===== config.mk =====
export PLATFORM = sky130hd
export DESIGN_NAME = tdm_demux_flat
export DESIGN_NICKNAME = d
export VERILOG_FILES = /design/src/rtl/tdm_demux_pkg.sv /design/src/rtl/tdm_demux_if.sv /design/src/rtl/tdm_slot_dec.sv /design/src/rtl/tdm_demux.sv /design/src/flat_wrapper.sv
export VERILOG_INCLUDE_DIRS = /design/src /design/src/rtl
export SDC_FILE = /design/constraint.sdc
export NUM_CORES = 1
export LEC_CHECK = 0
export BUFFER_PORTS_ARGS = -buffer_cell sky130_fd_sc_hd__buf_2
export CELL_PAD_IN_SITES_DETAIL_PLACEMENT = 1
export CELL_PAD_IN_SITES_GLOBAL_PLACEMENT = 2
export CORE_ASPECT_RATIO = 1.25
export CORE_MARGIN = 2
export CORE_UTILIZATION = 32
export CTS_CLUSTER_DIAMETER = 30
export DETAILED_ROUTE_END_ITERATION = 16
export PLACE_DENSITY_LB_ADDON = 0.2
export SLEW_MARGIN = 20
export SYNTH_ARGS = -nofsm -noshare
export SYNTH_HDL_FRONTEND = slang
export SYNTH_SLANG_ARGS = --single-unit
export TNS_END_PERCENT = 1

===== constraint.sdc =====
create_clock -name clk_i -period 2.2 [get_ports clk_i]
set_input_delay 0.22 -clock clk_i [delete_from_list [all_inputs] [get_ports clk_i]]
set_output_delay 0.22 -clock clk_i [all_outputs]
set_load 0.02 [all_outputs]

===== src/rtl/tdm_defs.vh =====
// Shared definitions for tdm_demux: state encodings and default geometry.
`ifndef TDM_DEFS_VH
`define TDM_DEFS_VH

`define ST_HUNT 1'b0
`define ST_LOCK 1'b1

`define TDM_DATA_W_DEFAULT 8
`define TDM_CH_DEFAULT     2

`endif


===== src/rtl/tdm_demux_pkg.sv =====
// Package for the TDM demultiplexer: state type and default parameters.
`include "tdm_defs.vh"

package tdm_demux_pkg;

    typedef enum logic {
        StHunt = `ST_HUNT,
        StLock = `ST_LOCK
    } tdm_state_e;

    localparam int unsigned DefDataW = `TDM_DATA_W_DEFAULT;
    localparam int unsigned DefCh    = `TDM_CH_DEFAULT;
    localparam int unsigned DefIdxW  = 4;

endpackage


===== src/rtl/tdm_demux_if.sv =====
// Serial-in / frame-out bus of the TDM demultiplexer.
// master drives the serial stream, slave (the demux) returns frames and status.
interface tdm_demux_if
    import tdm_demux_pkg::*;
#(
    parameter int unsigned DATA_W = DefDataW,
    parameter int unsigned CH     = DefCh,
    parameter int unsigned IDX_W  = DefIdxW
) ();

    logic [DATA_W-1:0]    din;
    logic                 din_valid;
    logic                 sync;
    logic [CH*DATA_W-1:0] out;
    logic                 out_valid;
    logic                 locked;
    logic [IDX_W-1:0]     ch_idx;
    logic                 err;

    modport master (
        output din, din_valid, sync,
        input  out, out_valid, locked, ch_idx, err
    );

    modport slave (
        input  din, din_valid, sync,
        output out, out_valid, locked, ch_idx, err
    );

endinterface


===== src/rtl/tdm_slot_dec.sv =====
// One-hot slot write-enable decoder; purely combinational.
module tdm_slot_dec #(
    parameter int unsigned CH    = 2,
    parameter int unsigned IDX_W = 4
) (
    input  logic [IDX_W-1:0] idx_i,
    input  logic             en_i,
    output logic [CH-1:0]    we_o
);

    // Assert exactly the enable matching idx_i when a beat is accepted.
    always_comb begin
        we_o = '0;
        for (int unsigned k = 0; k < CH; k++) begin
            if (en_i && (idx_i == IDX_W'(k))) begin
                we_o[k] = 1'b1;
            end
        end
    end

endmodule


===== src/rtl/tdm_demux.sv =====
// Time-division demultiplexer and frame reassembler.
// Optional macro TDM_DEMUX_SYNC_CHECK_EN: check SYNC alignment while locked and
// pulse ERR on misalignment; when undefined ERR is tied low and the block free-runs.
module tdm_demux
    import tdm_demux_pkg::*;
#(
    parameter int unsigned DATA_W = DefDataW,
    parameter int unsigned CH     = DefCh,
    parameter int unsigned IDX_W  = DefIdxW
) (
    input  logic       clk_i,
    input  logic       rst_i,
    tdm_demux_if.slave bus_io
);

    localparam logic [IDX_W-1:0] LastIdx = IDX_W'(CH - 1);

    tdm_state_e           state_q, state_d;
    logic [IDX_W-1:0]     idx_q, idx_d;
    logic [CH*DATA_W-1:0] out_q, out_d;
    logic                 out_valid_q, out_valid_d;
    // Channel CH-1 never needs storage: it goes straight from din into the frame.
    logic [DATA_W-1:0]    slot_q [CH-1];

    logic                 wr_en;
    logic [IDX_W-1:0]     wr_idx;
    logic [CH-1:0]        slot_we;
    logic                 frame_done;

`ifdef TDM_DEMUX_SYNC_CHECK_EN
    logic                 err_q, err_d;
`endif

    tdm_slot_dec #(
        .CH    (CH),
        .IDX_W (IDX_W)
    ) u_slot_dec (
        .idx_i (wr_idx),
        .en_i  (wr_en),
        .we_o  (slot_we)
    );

    // Alignment FSM: decides whether a beat is accepted, into which slot, and the next index.
    always_comb begin
        state_d = state_q;
        idx_d   = idx_q;
        wr_en   = 1'b0;
        wr_idx  = idx_q;
`ifdef TDM_DEMUX_SYNC_CHECK_EN
        err_d   = 1'b0;
`endif
        unique case (state_q)
            StHunt: begin
                if (bus_io.din_valid && bus_io.sync) begin
                    wr_en   = 1'b1;
                    wr_idx  = '0;
                    idx_d   = IDX_W'(1);
                    state_d = StLock;
                end
            end
            StLock: begin
                if (bus_io.din_valid) begin
`ifdef TDM_DEMUX_SYNC_CHECK_EN
                    if (bus_io.sync && (idx_q != '0)) begin
                        // Early SYNC: drop the partial frame and restart at slot 0.
                        err_d  = 1'b1;
                        wr_en  = 1'b1;
                        wr_idx = '0;
                        idx_d  = IDX_W'(1);
                    end else if (!bus_io.sync && (idx_q == '0)) begin
                        // Missing SYNC: drop the beat and go back to hunting.
                        err_d   = 1'b1;
                        idx_d   = '0;
                        state_d = StHunt;
                    end else begin
                        wr_en = 1'b1;
                        idx_d = (idx_q == LastIdx) ? '0 : idx_q + IDX_W'(1);
                    end
`else
                    wr_en = 1'b1;
                    idx_d = (idx_q == LastIdx) ? '0 : idx_q + IDX_W'(1);
`endif
                end
            end
            default: begin
                state_d = StHunt;
                idx_d   = '0;
            end
        endcase
    end

    // Frame assembly: a write to the last channel completes the frame.
    always_comb begin
        frame_done  = slot_we[CH-1];
        out_d       = out_q;
        out_valid_d = frame_done;
        if (frame_done) begin
            for (int unsigned k = 0; k < CH - 1; k++) begin
                out_d[k*DATA_W +: DATA_W] = slot_q[k];
            end
            out_d[(CH-1)*DATA_W +: DATA_W] = bus_io.din;
        end
    end

    // Control and output registers; reset has priority over any incoming beat.
    always_ff @(posedge clk_i) begin
        if (rst_i) begin
            state_q     <= StHunt;
            idx_q       <= '0;
            out_q       <= '0;
            out_valid_q <= 1'b0;
`ifdef TDM_DEMUX_SYNC_CHECK_EN
            err_q       <= 1'b0;
`endif
        end else begin
            state_q     <= state_d;
            idx_q       <= idx_d;
            out_q       <= out_d;
            out_valid_q <= out_valid_d;
`ifdef TDM_DEMUX_SYNC_CHECK_EN
            err_q       <= err_d;
`endif
        end
    end

    // Slot storage for channels 0..CH-2.
    always_ff @(posedge clk_i) begin
        if (rst_i) begin
            for (int unsigned k = 0; k < CH - 1; k++) begin
                slot_q[k] <= '0;
            end
        end else begin
            for (int unsigned k = 0; k < CH - 1; k++) begin
                if (slot_we[k]) begin
                    slot_q[k] <= bus_io.din;
                end
            end
        end
    end

    assign bus_io.out       = out_q;
    assign bus_io.out_valid = out_valid_q;
    assign bus_io.locked    = (state_q == StLock);
    assign bus_io.ch_idx    = idx_q;
`ifdef TDM_DEMUX_SYNC_CHECK_EN
    assign bus_io.err       = err_q;
`else
    assign bus_io.err       = 1'b0;
`endif

endmodule


===== src/flat_wrapper.sv =====
// flat-port wrapper written by rule: the top's interface ports become plain ports
module tdm_demux_flat import tdm_demux_pkg::*;
#(
    parameter int unsigned DATA_W = DefDataW,
    parameter int unsigned CH     = DefCh,
    parameter int unsigned IDX_W  = DefIdxW
)
  (clk_i, rst_i, bus_io_din, bus_io_din_valid, bus_io_sync, bus_io_out, bus_io_out_valid, bus_io_locked, bus_io_ch_idx, bus_io_err);
  tdm_demux_if #(.DATA_W(DATA_W), .CH(CH), .IDX_W(IDX_W)) bus_io_i ();
  input  logic clk_i;
  input  logic rst_i;
  input wire logic [$bits(bus_io_i.din)-1:0] bus_io_din;
  input wire logic [$bits(bus_io_i.din_valid)-1:0] bus_io_din_valid;
  input wire logic [$bits(bus_io_i.sync)-1:0] bus_io_sync;
  output wire logic [$bits(bus_io_i.out)-1:0] bus_io_out;
  output wire logic [$bits(bus_io_i.out_valid)-1:0] bus_io_out_valid;
  output wire logic [$bits(bus_io_i.locked)-1:0] bus_io_locked;
  output wire logic [$bits(bus_io_i.ch_idx)-1:0] bus_io_ch_idx;
  output wire logic [$bits(bus_io_i.err)-1:0] bus_io_err;
  assign bus_io_i.din = bus_io_din;
  assign bus_io_i.din_valid = bus_io_din_valid;
  assign bus_io_i.sync = bus_io_sync;
  assign bus_io_out = bus_io_i.out;
  assign bus_io_out_valid = bus_io_i.out_valid;
  assign bus_io_locked = bus_io_i.locked;
  assign bus_io_ch_idx = bus_io_i.ch_idx;
  assign bus_io_err = bus_io_i.err;
  tdm_demux #(.DATA_W(DATA_W), .CH(CH), .IDX_W(IDX_W)) u_core (.clk_i(clk_i), .rst_i(rst_i), .bus_io(bus_io_i));
endmodule

==> flow_metrics.tcl <==
set metrics [dict create \
    grt_usage_pct 14.1 \
    grt_pass1_wl_um 5310 \
    min-delay-start "bus_io_din[6]" \
    antenna_found_initial 0 \
    hold_path_class "input pin to flip-flop" \
    gp_congestion 0.735 \
    wl_per_cell_um 13.2 \
    synth_area_um2 1410 \
    critPathBufInv 0 \
    slowest_stage "dfxtp_1" \
    die_h_um 78.1 \
    grt_max_degree 30 \
    drive_gt1_share_pct 26.4 \
    crit_chain "and3b_1 > o21bai_1 > nor3_1" \
    cts_tree "yes" \
    slowest_delay_ns 0.54 \
    drc_errors 0 \
    clk_pin_slew_worst_paths_ns 0.06 \
    crit_path_start_kind "flip-flop" \
    ff2ff_setup_slack_ns 0.49 \
    yosysTopAreaCell "dfxtp_1" \
    root_buffer "clkbuf_8" \
    reg2reg_depth 3 \
    clock_latency_ns 0.28 \
    synth_cell_types 28 \
    max_cap_viol_count 0 \
    avgSynthCellArea_um2 10.3 \
    drv_slew 0 \
    core_um2 4160 \
    ant_nets 0 \
    synthTopCellsByArea "dfxtp_1, edfxtp_1, nand2b_1, mux2i_1, nor3_1" \
    worstPathRequired_ns 2.20 \
    syn_nets 151 \
    fin_crit_sh_pct 77.8 \
    wirelength_um 3030 \
    ys_warn_count 0 \
    cts_made_buffers 5 \
    whs_path_depth 3 \
    vias 1033 \
    dr.first_iter.drc_count 21 \
    grt_overflow 0 \
    critPathMaxFanout 11 \
    finalHoldViolCount 0 \
    port_buffers 33 \
    outcome "complete, no violations" \
    ys_seq_elements 30 \
    diodes 0 \
    cpLargestDelayFamily "flip-flops" \
    final_nets 187 \
    design.portCount 35 \
    ir_worst_vdd_mv 0.352 \
    synth_cells 137 \
    tns_ns 0 \
    arrival_ns 1.71 \
    setup_viol 0 \
    start_util_pct 33.7 \
    yosysSeqAreaShare_pct 48.4 \
    power_mw 1.16 \
    finClkSkew_ns 0.00614 \
    clkSinkCount 30 \
    post_cts_resized 0 \
    worst_setup_path_end_kind "flip-flop" \
    worstMarginPinSlew_ns 0.616 \
    ys_async_sr_fraction_pct 0 \
    vias_per_cell 4.49 \
    die_w_um 63.3 \
    grt_pass1_vias 1118 \
    min_to "u_core.bus_io.out[14]" \
    fmax_mhz 584 \
    maxSlewHeadroom_pct 58.8 \
    rsz0062_at_grt "false" \
    synth_edf_count 8 \
    finalCriticalPeriod_ns 1.71 \
    worst-setup-path-type "flip-flop to flip-flop" \
    h-tree-depth 2 \
    ys.flop_type "dfxtp_1" \
    dr.pass1.iters 4 \
    dpl.hpwl_um 2250 \
    r2r-end "u_core.slot_q[0][2]" \
    cellLeakagePower_nw 0.709 \
    area_growth_pct 21.6 \
    clk_path_buf_depth 2 \
    fp.dieArea_um2 4940 \
    worstReg2RegStart "u_core.bus_io.locked" \
    cts_hold_buffers 0 \
    post-cts-setup-buffers 0 \
    synth_top_area_share_pct 31.3 \
    row_count 26 \
    powerDensity_nw_per_um2 676 \
    fin_util_pct 41.0 \
]
[metrics by stage]
| stage | instances | setup slack [ns] | cell area, µm² | hold WS (ns) |
|---|---|---|---|---|
| 2_1_floorplan | 137 | 0.449 | 1410 | 0.358 |
| 3_3_place_gp | 222 | 0.631 | 1620 | 0.455 |
| 3_5_place_dp | 222 | 0.495 | 1620 | 0.467 |
| 4_1_cts | 230 | 0.445 | 1710 | 0.207 |
| 5_1_grt | 230 | 0.343 | 1710 | 0.220 |
| 6_report | 230 | 0.488 | 1710 | 0.218 |
[per-layer routing]
layer / wire length [µm] / share of wire, % / global-route usage (%)
met5: 0 / 0 / 0
met4: 36 / 1.2 / 6.52
met3: 124 / 4.1 / 4.58
met2: 1710 / 56 / 25.7
met1: 1160 / 38 / 14.5
[worst reg2reg max path, stage by stage, from the launching register on]
cell      delay [ns]
dfxtp_1         0.54
and3b_1         0.26
o21bai_1        0.50
nor3_1          0.13
[registers in the layout, summed over array words and instances (netlist names)]
name / flops
u_core.bus_io.ch_idx: 4
u_core.bus_io.locked: 1
u_core.bus_io.out: 16
u_core.bus_io.out_valid: 1
u_core.slot_q: 8
[power by group]
group	internal, mW	total [mW]	switching (mW)	leakage [nW]
logic	0.0451	0.104	0.0585	0.398
registers	0.586	0.600	0.0140	0.263
clock network	0.252	0.453	0.201	0.0482
total	0.883	1.16	0.273	0.709
[cell families (layout without fill, tap and decap cells)]
group,count (synthesis),in the layout,synth area share [%]
compound gates,12,12,5.43
fa+ha+maj,2,2,1.78
buf+inv,17,54,6.14
flops,30,30,48.4
mux,16,16,11.4
other cells,1,1,0.267
simple gates,59,59,26.5
[how the worst max path moves through the flow]
stage                         start             endpoint  slack (ns)  cells after the start
6_report       u_core.bus_io.locked  u_core.slot_q[0][2]        0.49                      3
5_1_grt        u_core.bus_io.locked  u_core.slot_q[0][2]        0.34                      3
4_1_cts        u_core.bus_io.locked  u_core.slot_q[0][2]        0.44                      3
3_5_place_dp   u_core.bus_io.locked  u_core.slot_q[0][2]        0.49                      3
3_3_place_gp   u_core.bus_io.locked  u_core.slot_q[0][6]        0.63                      3
2_1_floorplan  u_core.bus_io.locked  u_core.slot_q[0][0]        0.45                      4
[placed cells by master (no fill, tap or decap)]
cell type	instances
a21o_1	1
and3b_1	1
buf_2	33
and2b_1	2
clkbuf_8	6
conb_1	1
a31oi_1	1
nor3b_1	1
nor2_1	3
inv_1	9
nand2b_1	33
mux2i_1	16
nand3_4	1
buf_4	4
o21bai_1	2
nand2_1	3
clkbuf_1	1
o21ai_1	1
a311oi_1	1
a21oi_1	4
a41oi_1	1
nand3_1	2
clkinv_2	1
dfxtp_1	22
nor3_1	9
or3_1	3
edfxtp_1	8
nor4_4	1
o21ai_0	1
ha_1	2
[Yosys cell counts, types with 2 or more instances]
cell type   n
a21oi_1     4
nand2_1     3
o21bai_1    2
edfxtp_1    8
buf_6       2
and2b_1     2
nor2_1      3
dfxtp_1    22
inv_1       9
nand3_1     2
nand2b_1   33
nor3_1      9
mux2i_1    16
or3_1       3
buf_4       2
clkbuf_1    4
ha_1        2
[layout make-up]
cell class              count  area [µm²]
fillers                   513        2450
flip-flops and latches     30         681
multi-input cells          90         638
repair buffers             37         195
clock buffers               7        86.3
well taps                  56        70.1
inverters                   9        33.8
clock inverters             1        5.00
No activity file was read; power rests on OpenSTA's default activity.
